File: src/rtl/xs3_stuck0_monitor.sv
// Excess-3 digit monitor: decodes accepted digits back to BCD, counts illegal codes
// and reports which code bits never went high over a window of accepted digits.
module xs3_stuck0_monitor #(
  parameter int WINDOW = 10,
  parameter int CNT_W  = 4
) (
  input  logic             clk,
  input  logic             rst,
  input  logic             start,
  input  logic             in_valid,
  output logic             in_ready,
  input  logic [3:0]       xs3_in,
  output logic             bcd_valid,
  output logic [3:0]       bcd_out,
  output logic             code_err,
  output logic [CNT_W-1:0] err_count,
  output logic             done,
  output logic [3:0]       stuck_mask
);

  localparam int DW = $clog2(WINDOW + 1);

  typedef enum logic [1:0] {
    S_IDLE   = 2'd0,
    S_ACCUM  = 2'd1,
    S_REPORT = 2'd2
  } state_t;

  state_t           state_q, state_d;
  logic [3:0]       seen_q, seen_d;
  logic [DW-1:0]    cnt_q, cnt_d;
  logic [CNT_W-1:0] err_q, err_d;
  logic             bcd_valid_q, bcd_valid_d;
  logic [3:0]       bcd_q, bcd_d;
  logic             code_err_q, code_err_d;
  logic             done_q, done_d;
  logic [3:0]       mask_q, mask_d;
  logic             accept_s;

  function automatic logic xs3_illegal(input logic [3:0] code);
    return (code < 4'd3) || (code > 4'd12);
  endfunction

  assign accept_s = in_valid && (state_q == S_ACCUM);

  // Next-state and next-output decode
  always_comb begin
    state_d     = state_q;
    seen_d      = seen_q;
    cnt_d       = cnt_q;
    err_d       = err_q;
    bcd_valid_d = 1'b0;
    bcd_d       = bcd_q;
    code_err_d  = code_err_q;
    done_d      = 1'b0;
    mask_d      = mask_q;
    case (state_q)
      S_IDLE: begin
        if (start) begin
          state_d = S_ACCUM;
          seen_d  = 4'b0000;
          cnt_d   = '0;
          err_d   = '0;
        end else begin
          state_d = S_IDLE;
        end
      end
      S_ACCUM: begin
        if (accept_s) begin
          seen_d      = seen_q | xs3_in;
          cnt_d       = cnt_q + DW'(1);
          bcd_valid_d = 1'b1;
          if (xs3_illegal(xs3_in)) begin
            bcd_d      = 4'd0;
            code_err_d = 1'b1;
            if (err_q != {CNT_W{1'b1}}) begin
              err_d = err_q + CNT_W'(1);
            end else begin
              err_d = err_q;
            end
          end else begin
            bcd_d      = xs3_in - 4'd3;
            code_err_d = 1'b0;
          end
          // The final digit's bits must be folded into the reported mask
          if (cnt_q == DW'(WINDOW - 1)) begin
            state_d = S_REPORT;
            done_d  = 1'b1;
            mask_d  = ~(seen_q | xs3_in);
          end else begin
            state_d = S_ACCUM;
          end
        end else begin
          state_d = S_ACCUM;
        end
      end
      S_REPORT: state_d = S_IDLE;
      default:  state_d = S_IDLE;
    endcase
  end

  // State and output registers
  always_ff @(posedge clk) begin
    if (rst) begin
      state_q     <= S_IDLE;
      seen_q      <= 4'b0000;
      cnt_q       <= '0;
      err_q       <= '0;
      bcd_valid_q <= 1'b0;
      bcd_q       <= 4'd0;
      code_err_q  <= 1'b0;
      done_q      <= 1'b0;
      mask_q      <= 4'b0000;
    end else begin
      state_q     <= state_d;
      seen_q      <= seen_d;
      cnt_q       <= cnt_d;
      err_q       <= err_d;
      bcd_valid_q <= bcd_valid_d;
      bcd_q       <= bcd_d;
      code_err_q  <= code_err_d;
      done_q      <= done_d;
      mask_q      <= mask_d;
    end
  end

  assign in_ready   = (state_q == S_ACCUM);
  assign bcd_valid  = bcd_valid_q;
  assign bcd_out    = bcd_q;
  assign code_err   = code_err_q;
  assign err_count  = err_q;
  assign done       = done_q;
  assign stuck_mask = mask_q;

endmodule

File: config.mk
export PLATFORM = sky130hd
export DESIGN_NAME = xs3_stuck0_monitor
export DESIGN_NICKNAME = d
export VERILOG_FILES = /design/src/rtl/xs3_stuck0_monitor.sv
export SDC_FILE = /design/constraint.sdc
export NUM_CORES = 1
export LEC_CHECK = 0
export CAP_MARGIN = 20
export CORE_MARGIN = 2
export CORE_UTILIZATION = 44
export CTS_CLUSTER_DIAMETER = 60
export DETAILED_ROUTE_END_ITERATION = 16
export GPL_ROUTABILITY_DRIVEN = 0
export HOLD_SLACK_MARGIN = 0.08
export PLACE_DENSITY_LB_ADDON = 0.15
export SLEW_MARGIN = 15
export SYNTH_ARGS = -nofsm -noshare
export SYNTH_HDL_FRONTEND = slang
export SYNTH_SLANG_ARGS = --single-unit
File: constraint.sdc
create_clock -name clk -period 1.43 [get_ports clk]
set_input_delay 0.286 -clock clk [delete_from_list [all_inputs] [get_ports clk]]
set_output_delay 0.286 -clock clk [all_outputs]
set_load 0.05 [all_outputs]
==> results of run 1 <==
Yosys cell counts (all sizes together) (2+ instances only):
master / count / area [µm²]
xnor2: 3 / 26.3
nand3: 6 / 30.0
inv: 4 / 15.0
nor3b: 2 / 20.0
a211oi: 2 / 15.0
nor3: 5 / 25.0
a21oi: 10 / 50.1
ha: 5 / 62.6
nand2: 9 / 33.8
o21ai: 2 / 10.0
mux2i: 7 / 73.8
a31oi: 2 / 12.5
nor2: 23 / 96.4
or3: 2 / 12.5
dfxtp: 25 / 500
nand2b: 2 / 12.5
clkbuf: 2 / 7.51
o21bai: 2 / 15.0
what timing repair did:
action | CTS | global route
cloned | 0 | 0
endpoints found under the setup margin | 10 | 2
pin swaps | 5 | 5
gates resized for setup | 13 | 7
buffers inserted | 2 | 2
layout make-up:
| type | instances | area (µm²) | share of cell area |
|---|---|---|---|
| clock buffers | 3 | 22.5 | 0.0124 |
| clock inverters | 1 | 7.51 | 0.00412 |
| well taps | 30 | 37.5 | 0.0206 |
| multi-input cells | 94 | 653 | 0.359 |
| repair buffers | 47 | 578 | 0.317 |
| inverters | 4 | 18.8 | 0.0103 |
| flip-flops and latches | 25 | 504 | 0.277 |
per-stage QoR:
| stage | util | hold slack [ns] | cell area [µm²] | worst slack (ns) |
|---|---|---|---|---|
| after floorplan | - | 0.424 | 1140 | 0.00433 |
| after global placement | 0.688 | 0.448 | 1690 | -0.417 |
| after detailed placement | 0.688 | 0.457 | 1690 | -0.498 |
| after CTS | 0.724 | 0.473 | 1780 | 0.0173 |
| after global routing | 0.742 | 0.430 | 1820 | -0.0148 |
| final | 0.742 | 0.387 | 1820 | 0.0310 |
worst max-delay path, cell delays in order:
cell and delay [ns]:
dlygate4sd2_1 0.24, ha_2 0.18, or3_4 0.40, o21a_4 0.15
nor4b_4 0.26, a211oi_2 0.10
layer usage:
metal	GRT usage	share of wire	vias up
li1	-	-	532
met1	0.274	0.47	503
met2	0.347	0.50	16
met3	0.0246	0.028	2
met4	0.0583	0.0058	0
met5	0	0	-
sequential cells by signal, summed over array words and instances, names as in the netlist:
signal and count:
stuck_mask 4, done 1, code_err 1, bcd_out 4
bcd_valid 1, cnt_q 4, err_count 4, state_q 2
seen_q 4
worst max-delay path by stage:
| stage | start | endpoint | slack, ns | depth (start not counted) |
|---|---|---|---|---|
| finish | xs3_in[1] | err_count[3]$_SDFFE_PP0P_ | 0.03 | 6 |
| global route | state_q[0]$_SDFF_PP0_ | err_count[3]$_SDFFE_PP0P_ | -0.01 | 5 |
| floorplan | xs3_in[0] | err_count[3]$_SDFFE_PP0P_ | 0.004 | 5 |
| detailed placement | xs3_in[0] | code_err$_SDFFE_PP0P_ | -0.50 | 6 |
| CTS | state_q[0]$_SDFF_PP0_ | in_ready | 0.02 | 4 |
| global placement | xs3_in[0] | err_count[3]$_SDFFE_PP0P_ | -0.42 | 6 |
report_power, final:
group	leakage (nW)	switching, mW	internal (mW)
clock	0.0139	0.228	0.107
combinational	0.507	0.147	0.147
sequential	0.204	0.0148	0.716
kinds of logic (layout without fill, tap and decap cells):
family | after synthesis | in the layout
compound gates | 21 | 21
buf+inv | 7 | 55
xor+xnor | 4 | 4
flops | 25 | 25
fa+ha+maj | 5 | 5
simple gates | 57 | 57
mux | 7 | 7
==> metrics.md, run 1 <==
| Metric | Value |
|---|---|
| Mapped Nets | roughly 140 |
| Worst hold path depth | 4 |
| RR Startpoint | state_q[0]$_SDFF_PP0_ |
| Hold path start | xs3_in[2] |
| Ys flop type | dfxtp_1 |
| Worst-path clk slew | between 0.15 and 0.2 ns |
| Vias per cell | between 5 and 6 |
| Post-layout net count | between 150 and 200 |
| Worst Skew | between 0.015 and 0.02 ns |
| Layout Area Growth over Synthesis | 61.6% |
| R2r endpoint | err_count[3]$_SDFFE_PP0P_ |
| Asr flop ratio synth | 0 |
| Period utilization | 0.978 |
| Total number of yosys warnings | 0 |
| Fmax | a little over 700 MHz |
| Iteration-0 DRC Markers | 19 |
| Dpl cells | just under 200 |
| Mux share of post-synthesis cell area | 0.0655 |
| Max-cap violations | 0 |
| Mapped Cells | roughly 130 |
| Largest family of logic cells by synthesized area | simple AND/OR/NAND/NOR gates |
| Finish-stage setup viols | 0 |
| Initial Util | 0.459 |
| Sequential area share after synthesis | 0.444 |
| Clock sink count | 25 |
| DIE AREA | roughly 0.003 mm² |
| Die height | about 55 µm |
| CTS Hold Bufs | 0 |
| Req. time, crit path | ~1.6 ns |
| Residual DRC | 0 |
| Total power | around 1.4 mW |
| Vias | approximately 1100 |
| Total CTS buffers | 3 |
| Fin crit period | roughly 1.4 ns |
| Layout fillers | about 170 |
| CP Launch Type | input pin |
| XOR/XNOR Fraction of Synth Area | 0.0311 |
| Status | finished, final reports clean |
| Post-route ant nets | 0 |
| Unrepaired setup endpoints after global routing | true |
| Port bufs | 23 |
| Final HPWL DP | 1.93 mm |
| Std-Cell Rows | 18 |
| Largest net degree at the start of global routing | 16 |
| Fraction of layout cells with a size suffix above 1 | 0.374 |
| Yosys cell types | 36 |
| Worst IR Drop VDD | 0.000724 V |
| Hold endpoint | seen_q[2]$_SDFFE_PP0P_ |
| N_diodes | 0 |
| Relative slew slack | 0.781 |
| Commonest non-fill, non-tap cell in the layout | dfxtp_1 |
| WL/cell | 12.7 µm |
| H-tree levels | 1 |
| CTS tree | done |
| PwrDens | about 750 mW/mm² |
| Setup TNS | 0 ns |
| Cells on worst reg2reg path | 5 |
| Die Wd | 54.6 µm |
| Syn avg cell area | between 8 and 9 µm² |
| Drt pass-1 iters | 4 |
| CP Capture Type | flip-flop |
| Placeable core area | between 0.002 and 0.0025 mm² |
| Tot GR Track Use | 0.206 |
| Compound-cell area share of the yosys netlist | 0.114 |
| Synth Register Bits | 25 |
| Grt ovf | 0 |
| Most frequent cells in the layout | dfxtp_1, nor2_1, buf_4 |
| Drt total wl | between 2 and 3 mm |
| # IOs | 24 |
| Max clock buf depth | 2 |
| Post-Syn Area | roughly 0.0011 mm² |
| Crit path max fanout | 3 |
| Internal reg-to-reg setup slack | around 0.050 ns |
| Worst skew pair latency | 0.33 ns |
| Synth Area in Adders | 0.0555 |
| Vias in the first global route | approximately 1000 |
| Crit Path Category | input pin to flip-flop |
| Worst Hold Class | input pin to flip-flop |
| Slew Viols, Final | 0 |
| CP arrival | about 1.6 ns |
| Leak pwr | between 0.7 and 0.8 nW |
| Non-filler instance count after layout | 204 |
| Simple-Gate Fraction of Synth Area | 0.263 |
| First-pass GRT wire length | ~4.5 mm |
| CTS root buffer | clkbuf_4 |
| Tightest Pin Transition | between 0.3 and 0.4 ns |
| Final hold violation count | 0 |
| Number of synthesized flops with an enable pin | 0 |
| Antenna violations before repair | 0 |
Power figures use the tool's default switching activity.
==> inputs of run 2 (changes only) <==
--- a/config.mk
+++ b/config.mk
@@ -11,7 +11,6 @@
 export CTS_CLUSTER_DIAMETER = 60
 export DETAILED_ROUTE_END_ITERATION = 16
 export GPL_ROUTABILITY_DRIVEN = 0
-export HOLD_SLACK_MARGIN = 0.08
 export PLACE_DENSITY_LB_ADDON = 0.15
 export SLEW_MARGIN = 15
 export SYNTH_ARGS = -nofsm -noshare
==> results of run 2 <==
Same layout as run 1: the final DEF is identical, and so are final timing and power.
==> inputs of run 3 (changes only) <==
--- a/config.mk
+++ b/config.mk
@@ -12,6 +12,7 @@
 export DETAILED_ROUTE_END_ITERATION = 16
 export GPL_ROUTABILITY_DRIVEN = 0
 export PLACE_DENSITY_LB_ADDON = 0.15
+export REMOVE_ABC_BUFFERS = 1
 export SLEW_MARGIN = 15
 export SYNTH_ARGS = -nofsm -noshare
 export SYNTH_HDL_FRONTEND = slang
==> run 3 against run 2 <==
Sequential power hardly changed. First-iteration DRC count is 16% lower. Clock skew is 0.011 ns lower. Utilization is 0.46 points lower. Total power is 0.53% lower.
==> metrics.md, run 3 (synthesized netlist as in run 1, its figures left out) <==
| Metric | Value |
|---|---|
| Crit-path slowest cell | clkdlybuf4s50_1 |
| Internal reg-to-reg setup slack | 0.10 ns (+0.05 ns) |
| Crit path to | code_err$_SDFFE_PP0P_ |
| Worst skew pair latency | 0.32 ns (about the same) |
| Iteration-0 DRC Markers | 16 (-3) |
| CP Launch Type | input pin |
| DIE AREA | 0.00298 mm² (unchanged) |
| Die Wd | 54.6 µm (unchanged) |
| Finished Core Util | 0.738 (-0.00459) |
| Placeable core area | 0.00245 mm² (unchanged) |
| Vias in the first global route | 1057 (+3.0%) |
| H-tree levels | 1 (unchanged) |
| Crit path max fanout | 5 (+2) |
| Relative slew slack | 0.805 (+0.0239) |
| Leak pwr | 0.736 nW (+1.6%) |
| Fraction of layout cells with a size suffix above 1 | 0.354 (-0.0193) |
| Port bufs | 23 (unchanged) |
| Seq pwr share | 0.541 (+0.003) |
| Commonest non-fill, non-tap cell in the layout | buf_4 |
| Post-Place Setup Slack | -0.495 ns (+0.00239 ns) |
| Status | finished, final reports clean |
| Largest net degree at the start of global routing | 15 (-1) |
| Layout Area Growth over Synthesis | 60.6% |
| Antenna violations before repair | 0 (unchanged) |
| Final hold violation count | 0 (unchanged) |
| Drt total wl | 2.69 mm (+3.9%) |
| CTS Hold Bufs | 0 (unchanged) |
| Grt ovf | 0 (unchanged) |
| CTS tree | done |
| Worst Skew | 0.00477 ns (-0.0106 ns) |
| Post-route ant nets | 0 (unchanged) |
| Req. time, crit path | 1.68 ns (+0.04 ns) |
| Crit Path Category | input pin to flip-flop |
| Critical Path, Cell by Cell | clkdlybuf4s50_1, or3_4, o21a_4, buf_4, a211oi_1 |
| Total CTS buffers | 3 (unchanged) |
| Switch Pwr | 382 µW (-2.0%) |
| CTS root buffer | clkbuf_4 |
| Internal Dissipation | 970 µW (about the same) |
| Drt pass-1 iters | 4 (unchanged) |
| Worst IR Drop VDD | 0.000466 V (-36%) |
| Worst Hold Class | input pin to flip-flop |
| Hold path start | xs3_in[2] |
| Max clock buf depth | 2 (unchanged) |
| Vias per cell | 5.09 (-1.3%) |
| N_diodes | 0 (unchanged) |
| Period utilization | 0.980 (+0.00130) |
| Part of the power in the clock network | 0.240 (-0.006) |
| Finish-stage setup viols | 0 (unchanged) |
| CP Capture Type | flip-flop |
| Setup ws final | 0.0291 ns (-0.00187 ns) |
| Setup TNS | 0 ns (unchanged) |
| Cells on worst reg2reg path | 5 (unchanged) |
| Tightest Pin Transition | 0.292 ns (-0.0299 ns) |
| Fin crit period | 1.40 ns (+0.00187 ns) |
| Residual DRC | 0 (unchanged) |
| Worst-path clk slew | 0.14 ns (-0.02 ns) |
| Switching part of the total | 0.282 (-0.00422) |
| Total power | 1.35 mW (-0.53%) |
| WL/cell | 13.1 µm (+3.3%) |
| Most frequent cells in the layout | buf_4, dfxtp_1, nor2_1 |
| Min Hold Slack | 0.399 ns (+0.0121 ns) |
| Unrepaired setup endpoints after global routing | false |
| Initial Util | 0.459 (unchanged) |
| R2r endpoint | err_count[1]$_SDFFE_PP0P_ |
| PwrDens | 747 mW/mm² (about the same) |
| First-pass GRT wire length | 4.53 mm (+0.91%) |
| Max stage delay on crit path | 0.43 ns (+0.03 ns) |
| CP arrival | 1.65 ns (+0.04 ns) |
| Std-Cell Rows | 18 (unchanged) |
| Max-cap violations | 0 (unchanged) |
| Crit path from | xs3_in[3] |
| Post-layout net count | 189 (+0.53%) |
| # IOs | 24 (unchanged) |
| Vias | 1044 (-0.85%) |
| Die height | 54.6 µm (unchanged) |
| Slew Viols, Final | 0 (unchanged) |
| Clock sink count | 25 (unchanged) |
| Gate power share | 0.218 (+0.002) |
| RR Startpoint | state_q[0]$_SDFF_PP0_ |
| # Post-CTS Setup Buffers | 0 (-2) |
| Final HPWL DP | 1.97 mm (+2.2%) |
| Tot GR Track Use | 0.211 (+0.00514) |
| Fmax | 714 MHz (-0.13%) |
==> run 3: through the flow <==
stage / instance area [µm²] / cells
floorplan: 1110 / 123
global placement: 1740 / 201
detailed placement: 1740 / 201
global route: 1810 / 205
finish: 1810 / 205
CTS: 1780 / 205
==> run 3: routing by layer <==
layer  track usage  vias to the layer above  share of wire
met1         0.265                      482           0.47
met2         0.353                       21           0.48
met4        0.0917                        0          0.016
met3        0.0328                        6          0.032
met5             0                        -              0
li1              -                      535              -
==> run 3: worst min-delay path by stage <==
stage	to	cells past startpoint	slack (ns)
detailed placement	seen_q[0]$_SDFFE_PP0P_	2	0.46
finish	seen_q[2]$_SDFFE_PP0P_	4	0.40
global placement	seen_q[3]$_SDFFE_PP0P_	2	0.45
global route	seen_q[2]$_SDFFE_PP0P_	4	0.45
floorplan	bcd_out[1]$_SDFFE_PP0P_	1	0.36
CTS	seen_q[0]$_SDFFE_PP0P_	2	0.49
==> run 3: what timing repair did <==
action                                  in CTS  in global routing
gates resized for setup                      5                  9
pin swaps                                    2                  0
endpoints found under the setup margin      10                 11
==> run 3: power by group through the flow <==
stage | Combinational [mW] | Sequential [mW] | Clock [mW]
6_report | 0.295 | 0.732 | 0.325
3_5_place_dp | 0.281 | 0.747 | 0
5_1_grt | 0.316 | 0.735 | 0.360
2_1_floorplan | 0.0942 | 0.769 | 0
4_1_cts | 0.283 | 0.732 | 0.320
3_3_place_gp | 0.276 | 0.746 | 0
==> run 3: cell type report <==
cell class              count  area [µm²]
flip-flops and latches     25         505
repair buffers             48         591
inverters                   4        15.0
well taps                  30        37.5
clock inverters             1        5.00
fillers                   182         644
multi-input cells          94         634
clock buffers               3        22.5
==> run 3: critical path, delay by kind of cell <==
family / cells / cell delay [ns]
buffers and inverters: 2 / 0.58
AND/OR/NAND/NOR: 1 / 0.42
AO/OA/AOI/OAI: 2 / 0.36
